--- config.mk ---
export PLATFORM = sky130hd
export DESIGN_NAME = link_monitor_mc_flat
export DESIGN_NICKNAME = d
export VERILOG_FILES = /design/src/rtl/link_monitor_mc_pkg.sv /design/src/rtl/link_monitor_mc_if.sv /design/src/rtl/link_monitor_mc_ch.sv /design/src/rtl/link_monitor_mc.sv /design/src/flat_wrapper.sv
export SDC_FILE = /design/constraint.sdc
export NUM_CORES = 1
export LEC_CHECK = 0
export BUFFER_PORTS_ARGS = -buffer_cell sky130_fd_sc_hd__buf_2
export CELL_PAD_IN_SITES_DETAIL_PLACEMENT = 0
export CELL_PAD_IN_SITES_GLOBAL_PLACEMENT = 1
export CORE_MARGIN = 2
export CORE_UTILIZATION = 25
export CTS_BUF_LIST = sky130_fd_sc_hd__clkbuf_16
export DETAILED_ROUTE_END_ITERATION = 16
export PLACE_DENSITY_LB_ADDON = 0.2
export SETUP_SLACK_MARGIN = 0.15
export SLEW_MARGIN = 20
export SYNTH_ARGS = -nofsm -noshare
export SYNTH_HDL_FRONTEND = slang
export SYNTH_SLANG_ARGS = --single-unit
--- constraint.sdc ---
create_clock -name clk -period 6.3 [get_ports clk]
set_clock_uncertainty 0.05 [all_clocks]
set_input_delay 1.26 -clock clk [delete_from_list [all_inputs] [get_ports clk]]
set_output_delay 1.26 -clock clk [all_outputs]
set_load 0.01 [all_outputs]
--- src/rtl/link_monitor_mc_pkg.sv ---
// Shared link monitor codes: status, control and state encodings.
// Also provides the per-channel timer width helper.
package link_monitor_mc_pkg;

  localparam logic OK      = 1'b0;
  localparam logic NOT_OK  = 1'b1;
  localparam logic FAIL    = 1'b1;
  localparam logic ENABLE  = 1'b0;
  localparam logic DISABLE = 1'b1;

  typedef enum logic [1:0] {
    LINK_DOWN    = 2'd0,
    LINK_PENDING = 2'd1,
    LINK_UP      = 2'd2,
    LINK_HOLD    = 2'd3
  } link_state_e;

  function automatic int timer_width(int s, int h);
    int m;
    m = (s > h) ? s : h;
    return $clog2(m + 1);
  endfunction

endpackage

--- src/rtl/link_monitor_mc_if.sv ---
// Multi-channel link monitor bus.
// master drives receive status/control, slave is the monitor.
interface link_monitor_mc_if #(
  parameter int NUM_CH     = 4,
  parameter int FAIL_CNT_W = 8
);
  logic [NUM_CH-1:0]            pma_reset;
  logic [NUM_CH-1:0]            link_control;
  logic [NUM_CH-1:0]            pcs_status;
  logic [NUM_CH-1:0]            loc_rcv_status;
  logic [NUM_CH-1:0]            fail_cnt_clr;
  logic [NUM_CH-1:0]            link_status;
  logic [2*NUM_CH-1:0]          link_state;
  logic [NUM_CH-1:0]            link_change;
  logic [FAIL_CNT_W*NUM_CH-1:0] fail_cnt;
  logic                         any_link_up;
  logic                         all_link_up;

  modport master (
    output pma_reset, link_control, pcs_status,
    output loc_rcv_status, fail_cnt_clr,
    input  link_status, link_state, link_change,
    input  fail_cnt, any_link_up, all_link_up
  );

  modport slave (
    input  pma_reset, link_control, pcs_status,
    input  loc_rcv_status, fail_cnt_clr,
    output link_status, link_state, link_change,
    output fail_cnt, any_link_up, all_link_up
  );
endinterface

--- src/rtl/link_monitor_mc_ch.sv ---
// Single-channel link monitor: qualify/hold-off FSM,
// shared timer and saturating link-fail counter.
module link_monitor_ch
  import link_monitor_mc_pkg::*;
#(
  parameter int STABLE_CYCLES = 16,
  parameter int HOLD_CYCLES   = 8,
  parameter int FAIL_CNT_W    = 8
) (
  input  logic                  clk,
  input  logic                  rst,
  input  logic                  i_pma_reset,
  input  logic                  i_link_control,
  input  logic                  i_pcs_status,
  input  logic                  i_loc_rcv_status,
  input  logic                  i_fail_cnt_clr,
  output logic                  o_link_status,
  output logic [1:0]            o_link_state,
  output logic                  o_link_change,
  output logic [FAIL_CNT_W-1:0] o_fail_cnt,
  output logic                  o_next_ok
);
  localparam int TW = timer_width(STABLE_CYCLES, HOLD_CYCLES);
  localparam logic [TW-1:0] STB_END = TW'(STABLE_CYCLES);
  localparam logic [TW-1:0] HLD_END = TW'(HOLD_CYCLES);

  link_state_e           r_state, w_nstate;
  logic [TW-1:0]         r_timer, w_ntimer;
  logic                  r_status, r_change;
  logic [FAIL_CNT_W-1:0] r_fail;
  logic                  w_good, w_force;
  logic                  w_fail_evt, w_nstatus;

  assign w_good  = (i_pcs_status == OK) && i_loc_rcv_status;
  assign w_force = i_pma_reset || (i_link_control == DISABLE);

  // Next state, timer and natural-failure detection
  always_comb begin
    w_nstate   = r_state;
    w_ntimer   = r_timer;
    w_fail_evt = 1'b0;
    if (w_force) begin
      w_nstate = LINK_DOWN;
      w_ntimer = '0;
    end else begin
      unique case (r_state)
        LINK_DOWN: begin
          if (w_good) begin
            w_nstate = LINK_PENDING;
            w_ntimer = TW'(1);
          end
        end
        LINK_PENDING: begin
          if (!w_good) begin
            w_nstate = LINK_DOWN;
            w_ntimer = '0;
          end else if (r_timer == STB_END) begin
            w_nstate = LINK_UP;
            w_ntimer = '0;
          end else begin
            w_ntimer = r_timer + TW'(1);
          end
        end
        LINK_UP: begin
          if (!w_good) begin
            w_nstate = LINK_HOLD;
            w_ntimer = TW'(1);
          end
        end
        LINK_HOLD: begin
          if (w_good) begin
            w_nstate = LINK_UP;
            w_ntimer = '0;
          end else if (r_timer == HLD_END) begin
            w_nstate   = LINK_DOWN;
            w_ntimer   = '0;
            w_fail_evt = 1'b1;
          end else begin
            w_ntimer = r_timer + TW'(1);
          end
        end
        default: begin
          w_nstate = LINK_DOWN;
          w_ntimer = '0;
        end
      endcase
    end
  end

  assign w_nstatus = ((w_nstate == LINK_UP) ||
                      (w_nstate == LINK_HOLD)) ? OK : FAIL;

  // State, timer, registered status/change and fail counter
  always_ff @(posedge clk or posedge rst) begin
    if (rst) begin
      r_state  <= LINK_DOWN;
      r_timer  <= '0;
      r_status <= FAIL;
      r_change <= 1'b0;
      r_fail   <= '0;
    end else begin
      r_state  <= w_nstate;
      r_timer  <= w_ntimer;
      r_status <= w_nstatus;
      r_change <= (w_nstatus != r_status);
      if (i_fail_cnt_clr)
        r_fail <= '0;
      else if (w_fail_evt && (r_fail != '1))
        r_fail <= r_fail + FAIL_CNT_W'(1);
    end
  end

  assign o_link_status = r_status;
  assign o_link_state  = r_state;
  assign o_link_change = r_change;
  assign o_fail_cnt    = r_fail;
  assign o_next_ok     = (w_nstatus == OK);

`ifdef simulate
  logic [8*7-1:0] w_state_ascii;
  // Readable state name for waveform viewing
  always_comb begin
    unique case (r_state)
      LINK_DOWN:    w_state_ascii = "DOWN";
      LINK_PENDING: w_state_ascii = "PENDING";
      LINK_UP:      w_state_ascii = "UP";
      LINK_HOLD:    w_state_ascii = "HOLD";
      default:      w_state_ascii = "???";
    endcase
  end
`endif

endmodule

--- src/rtl/link_monitor_mc.sv ---
// Multi-channel link monitor top: one channel FSM per port
// plus registered any/all link-up summaries.
module link_monitor_mc
  import link_monitor_mc_pkg::*;
#(
  parameter int NUM_CH        = 4,
  parameter int STABLE_CYCLES = 16,
  parameter int HOLD_CYCLES   = 8,
  parameter int FAIL_CNT_W    = 8
) (
  input logic              clk,
  input logic              reset,
  link_monitor_mc_if.slave mon
);
  logic [NUM_CH-1:0]            w_next_ok;
  logic [NUM_CH-1:0]            w_status;
  logic [2*NUM_CH-1:0]          w_state;
  logic [NUM_CH-1:0]            w_change;
  logic [FAIL_CNT_W*NUM_CH-1:0] w_fail;
  logic                         r_any, r_all;

  for (genvar g = 0; g < NUM_CH; g++) begin : g_ch
    link_monitor_ch #(
      .STABLE_CYCLES(STABLE_CYCLES),
      .HOLD_CYCLES  (HOLD_CYCLES),
      .FAIL_CNT_W   (FAIL_CNT_W)
    ) u_ch (
      .clk             (clk),
      .rst             (reset),
      .i_pma_reset     (mon.pma_reset[g]),
      .i_link_control  (mon.link_control[g]),
      .i_pcs_status    (mon.pcs_status[g]),
      .i_loc_rcv_status(mon.loc_rcv_status[g]),
      .i_fail_cnt_clr  (mon.fail_cnt_clr[g]),
      .o_link_status   (w_status[g]),
      .o_link_state    (w_state[2*g +: 2]),
      .o_link_change   (w_change[g]),
      .o_fail_cnt      (w_fail[FAIL_CNT_W*g +: FAIL_CNT_W]),
      .o_next_ok       (w_next_ok[g])
    );
  end

  // Summaries taken from next status so they track link_status
  always_ff @(posedge clk or posedge reset) begin
    if (reset) begin
      r_any <= 1'b0;
      r_all <= 1'b0;
    end else begin
      r_any <= |w_next_ok;
      r_all <= &w_next_ok;
    end
  end

  assign mon.link_status = w_status;
  assign mon.link_state  = w_state;
  assign mon.link_change = w_change;
  assign mon.fail_cnt    = w_fail;
  assign mon.any_link_up = r_any;
  assign mon.all_link_up = r_all;

endmodule
--- src/flat_wrapper.sv ---
// flat-port wrapper written by rule: the top's interface ports become plain ports
module link_monitor_mc_flat import link_monitor_mc_pkg::*;
#(
  parameter int NUM_CH        = 4,
  parameter int STABLE_CYCLES = 16,
  parameter int HOLD_CYCLES   = 8,
  parameter int FAIL_CNT_W    = 8
)
  (clk, reset, mon_pma_reset, mon_link_control, mon_pcs_status, mon_loc_rcv_status, mon_fail_cnt_clr, mon_link_status, mon_link_state, mon_link_change, mon_fail_cnt, mon_any_link_up, mon_all_link_up);
  link_monitor_mc_if #(.NUM_CH(NUM_CH), .FAIL_CNT_W(FAIL_CNT_W)) mon_i ();
  input logic clk;
  input logic reset;
  input wire logic [$bits(mon_i.pma_reset)-1:0] mon_pma_reset;
  input wire logic [$bits(mon_i.link_control)-1:0] mon_link_control;
  input wire logic [$bits(mon_i.pcs_status)-1:0] mon_pcs_status;
  input wire logic [$bits(mon_i.loc_rcv_status)-1:0] mon_loc_rcv_status;
  input wire logic [$bits(mon_i.fail_cnt_clr)-1:0] mon_fail_cnt_clr;
  output wire logic [$bits(mon_i.link_status)-1:0] mon_link_status;
  output wire logic [$bits(mon_i.link_state)-1:0] mon_link_state;
  output wire logic [$bits(mon_i.link_change)-1:0] mon_link_change;
  output wire logic [$bits(mon_i.fail_cnt)-1:0] mon_fail_cnt;
  output wire logic [$bits(mon_i.any_link_up)-1:0] mon_any_link_up;
  output wire logic [$bits(mon_i.all_link_up)-1:0] mon_all_link_up;
  assign mon_i.pma_reset = mon_pma_reset;
  assign mon_i.link_control = mon_link_control;
  assign mon_i.pcs_status = mon_pcs_status;
  assign mon_i.loc_rcv_status = mon_loc_rcv_status;
  assign mon_i.fail_cnt_clr = mon_fail_cnt_clr;
  assign mon_link_status = mon_i.link_status;
  assign mon_link_state = mon_i.link_state;
  assign mon_link_change = mon_i.link_change;
  assign mon_fail_cnt = mon_i.fail_cnt;
  assign mon_any_link_up = mon_i.any_link_up;
  assign mon_all_link_up = mon_i.all_link_up;
  link_monitor_mc #(.NUM_CH(NUM_CH), .STABLE_CYCLES(STABLE_CYCLES), .HOLD_CYCLES(HOLD_CYCLES), .FAIL_CNT_W(FAIL_CNT_W)) u_core (.clk(clk), .reset(reset), .mon(mon_i));
endmodule
==> results.json <==
{
  "status": "completed",
  "gr-total-overflow": 0,
  "drt_iter0_drc": 176,
  "fill_cells": 1703,
  "synth_nets": 463,
  "worst_pin_slew_ns": 0.939,
  "seq_area_frac_synth_pct": 42.9,
  "grt_usage_pct": 11.8,
  "hold_end": "u_core.g_ch[2].u_ch.o_link_change$_DFF_PP0_",
  "syn_area_per_cell_sq_um": 9.55,
  "synthFlopType": "dfrtp_1",
  "synthSimpleGateAreaFrac_pct": 24.6,
  "cts_max_path_buffers": 2,
  "setup_viol": 0,
  "finalCritPeriodShare_pct": 43.6,
  "pwr-share-seq_pct": 45.8,
  "syn2layout_area_growth_pct": 19.9,
  "drtPass1Iterations": 4,
  "synthCells": 429,
  "min_period_ns": 2.75,
  "reg2reg_from": "u_core.g_ch[3].u_ch.r_timer[0]$_DFFE_PP0P_",
  "antenna_found_initial": 0,
  "cp_max_fo": 15,
  "required_ns": 6.51,
  "hold_depth": 1,
  "core_sq_um": 15900,
  "wl_per_cell_um": 13.9,
  "synthAdderAreaFrac_pct": 3.67,
  "r2r_cells": 6,
  "slew_headroom_pct": 37.4,
  "gp_congestion": 0.760,
  "synth_seq_cells": 70,
  "drt-total-wl_um": 9910,
  "regArea_sq_um": 1760,
  "rsz0062_at_grt": "false",
  "dp_hpwl_um": 6990,
  "ys_types": 55,
  "tns_ns": 0,
  "synth_top_family_by_area": "simple AND/OR/NAND/NOR gates",
  "worstSetupEndpointType": "flop",
  "worst_setup_path_start_kind": "input port",
  "r2r_end": "u_core.g_ch[3].u_ch.o_fail_cnt[4]$_DFFE_PP0P_",
  "die_w_um": 132,
  "ir_worst_vdd_uv": 125,
  "power.leakage_nw": 2.08,
  "clock.fmax_mhz": 364,
  "ant_nets": 0,
  "nets": 527,
  "cts_hold_buf": 0,
  "final-hold-violation-count": 0,
  "grt_pass1_wl_um": 17000,
  "worstHoldStart": "u_core.g_ch[2].u_ch.o_link_status$_DFF_PP1_",
  "final_max_slew_viol_count": 0,
  "grt_pass1_vias": 3309,
  "critPathKind": "input port to flop",
  "clock_latency_ns": 0.33,
  "internal-power_mw": 0.765,
  "cts_tree": "built",
  "cts_resized": 0,
  "postCtsSetupBuffers": 0,
  "p_switching_mw": 0.227,
  "power_frac_clock_pct": 49.8,
  "combPwrFrac_pct": 4.4,
  "grt_max_degree": 71,
  "layout-drive-gt1-share_pct": 23.1,
  "die_area_sq_um": 17400,
  "start_util_pct": 25.7,
  "num_vias": 3529,
  "cts_root_buffer": "clkbuf_16",
  "synth_top_area_cell": "dfrtp_1",
  "p_per_area_nw_per_um2": 202,
  "synth_top_area_share_pct": 40.3,
  "cp_data_arrival_time_ns": 2.95,
  "drc": 0,
  "synth_compound_area_share_pct": 18.4,
  "io_pins": 72,
  "avgViaCountPerCell": 4.94,
  "maxCapViolCount": 0,
  "hold_path_class": "flop to flop",
  "rrSetupSlack_ns": 3.98,
  "die_height_um": 132,
  "port_buffers": 71,
  "clkTransAtPathRegs_ns": 0.06,
  "cts_made_buffers": 9,
  "p_sw_share_pct": 22.9,
  "netlist_area_sq_um": 4100,
  "synthMuxAreaShare_pct": 2.66,
  "diodes": 0,
  "multiInputGateArea_sq_um": 2130,
  "rows": 46,
  "synth_edf_count": 0,
  "fin_hold_ws_ns": 0.466,
  "cts.sinks": 70,
  "yosys_warnings": 0,
  "yosys-top-cells-area": "dfrtp_1 40%, a21oi_1 3.8%, ha_1 3.7%",
  "h-tree-depth": 3,
  "synth_xor_area_share_pct": 2.35,
  "async_reset_ff_share_pct": 100
}
[power groups by stage]
stage	Clock, mW	Combinational, mW	Sequential, mW
after floorplan	0	0.0246	0.461
after global placement	0	0.0443	0.462
after detailed placement	0	0.0445	0.462
after CTS	0.517	0.0446	0.454
after global routing	0.530	0.0499	0.454
final	0.494	0.0433	0.454
[routing by layer]
metal | GRT usage (%) | vias to the layer above | wire [um] | share of wire (%)
met5 | 0 | - | 0 | 0
met4 | 5.25 | 0 | 197 | 2.0
met3 | 2.27 | 12 | 364 | 3.7
met2 | 17.7 | 77 | 4460 | 45
met1 | 16.6 | 1697 | 4890 | 49
li1 | - | 1743 | - | -
[flip-flops by register name, indices dropped and copies added (netlist names)]
register	cells
u_core.g_ch.u_ch.r_timer	20
u_core.g_ch.u_ch.o_link_state	8
u_core.g_ch.u_ch.o_link_change	4
u_core.mon.all_link_up	1
u_core.g_ch.u_ch.o_fail_cnt	32
u_core.mon.any_link_up	1
u_core.g_ch.u_ch.o_link_status	4
[Yosys cell counts (all sizes together), types with 3 or more instances]
| cell | count |
|---|---|
| o211a | 3 |
| and4bb | 9 |
| nor2b | 12 |
| nand2 | 28 |
| a21oi | 31 |
| clkbuf | 5 |
| nor3 | 13 |
| inv | 29 |
| buf | 14 |
| o221ai | 3 |
| ha | 12 |
| o41ai | 7 |
| nand2b | 9 |
| nand3 | 27 |
| nand4 | 8 |
| xnor2 | 11 |
| a2111oi | 4 |
| mux2i | 3 |
| o21a | 3 |
| or4 | 14 |
| o31ai | 13 |
| and3 | 6 |
| nor2 | 17 |
| a311oi | 5 |
| mux2 | 7 |
| nor3b | 4 |
| or3 | 9 |
| dfstp | 4 |
| nor4 | 4 |
| dfrtp | 66 |
| o2111ai | 3 |
| o21ai | 22 |
[cell usage in the layout (no fill, tap or decap), types with 3 or more instances in the layout]
cell	synthesis	layout
o21a_1	3	3
nor4_1	4	4
dfrtp_1	66	66
a21oi_1	31	31
a311oi_1	4	3
o221ai_1	3	3
a2111oi_0	4	4
and4bb_2	9	9
xnor2_1	11	11
or4_1	14	14
nand3_1	27	27
nor2_1	17	17
nand4_1	7	7
dfstp_2	4	4
nand2_1	28	28
o41ai_1	7	7
nor3_1	13	13
clkbuf_16	0	9
o2111ai_1	3	3
ha_1	12	12
buf_2	4	71
o211a_1	3	3
and3_1	6	6
nand2b_1	9	9
o21ai_0	22	22
or3_1	8	8
o31ai_1	13	13
inv_1	29	31
nor2b_1	12	12
mux2i_1	3	3
mux2_2	7	7
[final cells by class]
| class | count | area share [%] |
|---|---|---|
| Multi-Input combinational cell | 311 | 43.3 |
| Sequential cell | 70 | 35.8 |
| Timing Repair Buffer | 72 | 7.39 |
| Tap cell | 216 | 5.50 |
| Clock buffer | 9 | 4.59 |
| Inverter | 29 | 2.22 |
| Clock inverter | 7 | 1.20 |
[worst max-delay path: stages]
cell	delay, ns
buf_2	0.11
nor3b_1	0.28
nand4_1	0.49
or4_1	0.65
a21oi_1	0.16
[cell families after synthesis]
group / Yosys count
AO/OA/AOI/OAI: 111
buffers and inverters: 48
flip-flops: 70
adder cells (fa/ha/maj): 12
AND/OR/NAND/NOR: 167
multiplexers: 10
XOR/XNOR: 11
[stage by stage]
step | instances | power, mW | area (sq um) | setup WS, ns | utilization, %
final | 714 | 0.992 | 4910 | 3.55 | 30.8
after global routing | 714 | 1.03 | 4910 | 3.33 | 30.8
after CTS | 714 | 1.02 | 4900 | 3.55 | 30.8
after detailed placement | 698 | 0.507 | 4620 | 3.20 | 29.0
after global placement | 698 | 0.506 | 4620 | 3.26 | 29.0
after floorplan | 429 | 0.486 | 4100 | 3.23 | -
[how the worst max path moves through the flow]
stage | startpoint | to | slack [ns] | cells past startpoint
after detailed placement | mon_link_control[3] | u_core.g_ch[3].u_ch.o_fail_cnt[5]$_DFFE_PP0P_ | 3.20 | 5
after floorplan | reset | u_core.g_ch[0].u_ch.o_fail_cnt[0]$_DFFE_PP0P_ | 3.23 | 1
after global placement | mon_link_control[0] | u_core.g_ch[0].u_ch.o_fail_cnt[3]$_DFFE_PP0P_ | 3.26 | 5
final | mon_link_control[3] | u_core.g_ch[3].u_ch.o_fail_cnt[4]$_DFFE_PP0P_ | 3.55 | 5
after global routing | mon_link_control[0] | u_core.g_ch[0].u_ch.o_fail_cnt[4]$_DFFE_PP0P_ | 3.33 | 5
after CTS | mon_link_control[0] | u_core.g_ch[0].u_ch.o_fail_cnt[5]$_DFFE_PP0P_ | 3.55 | 5
No activity file was read; power rests on OpenSTA's default activity.
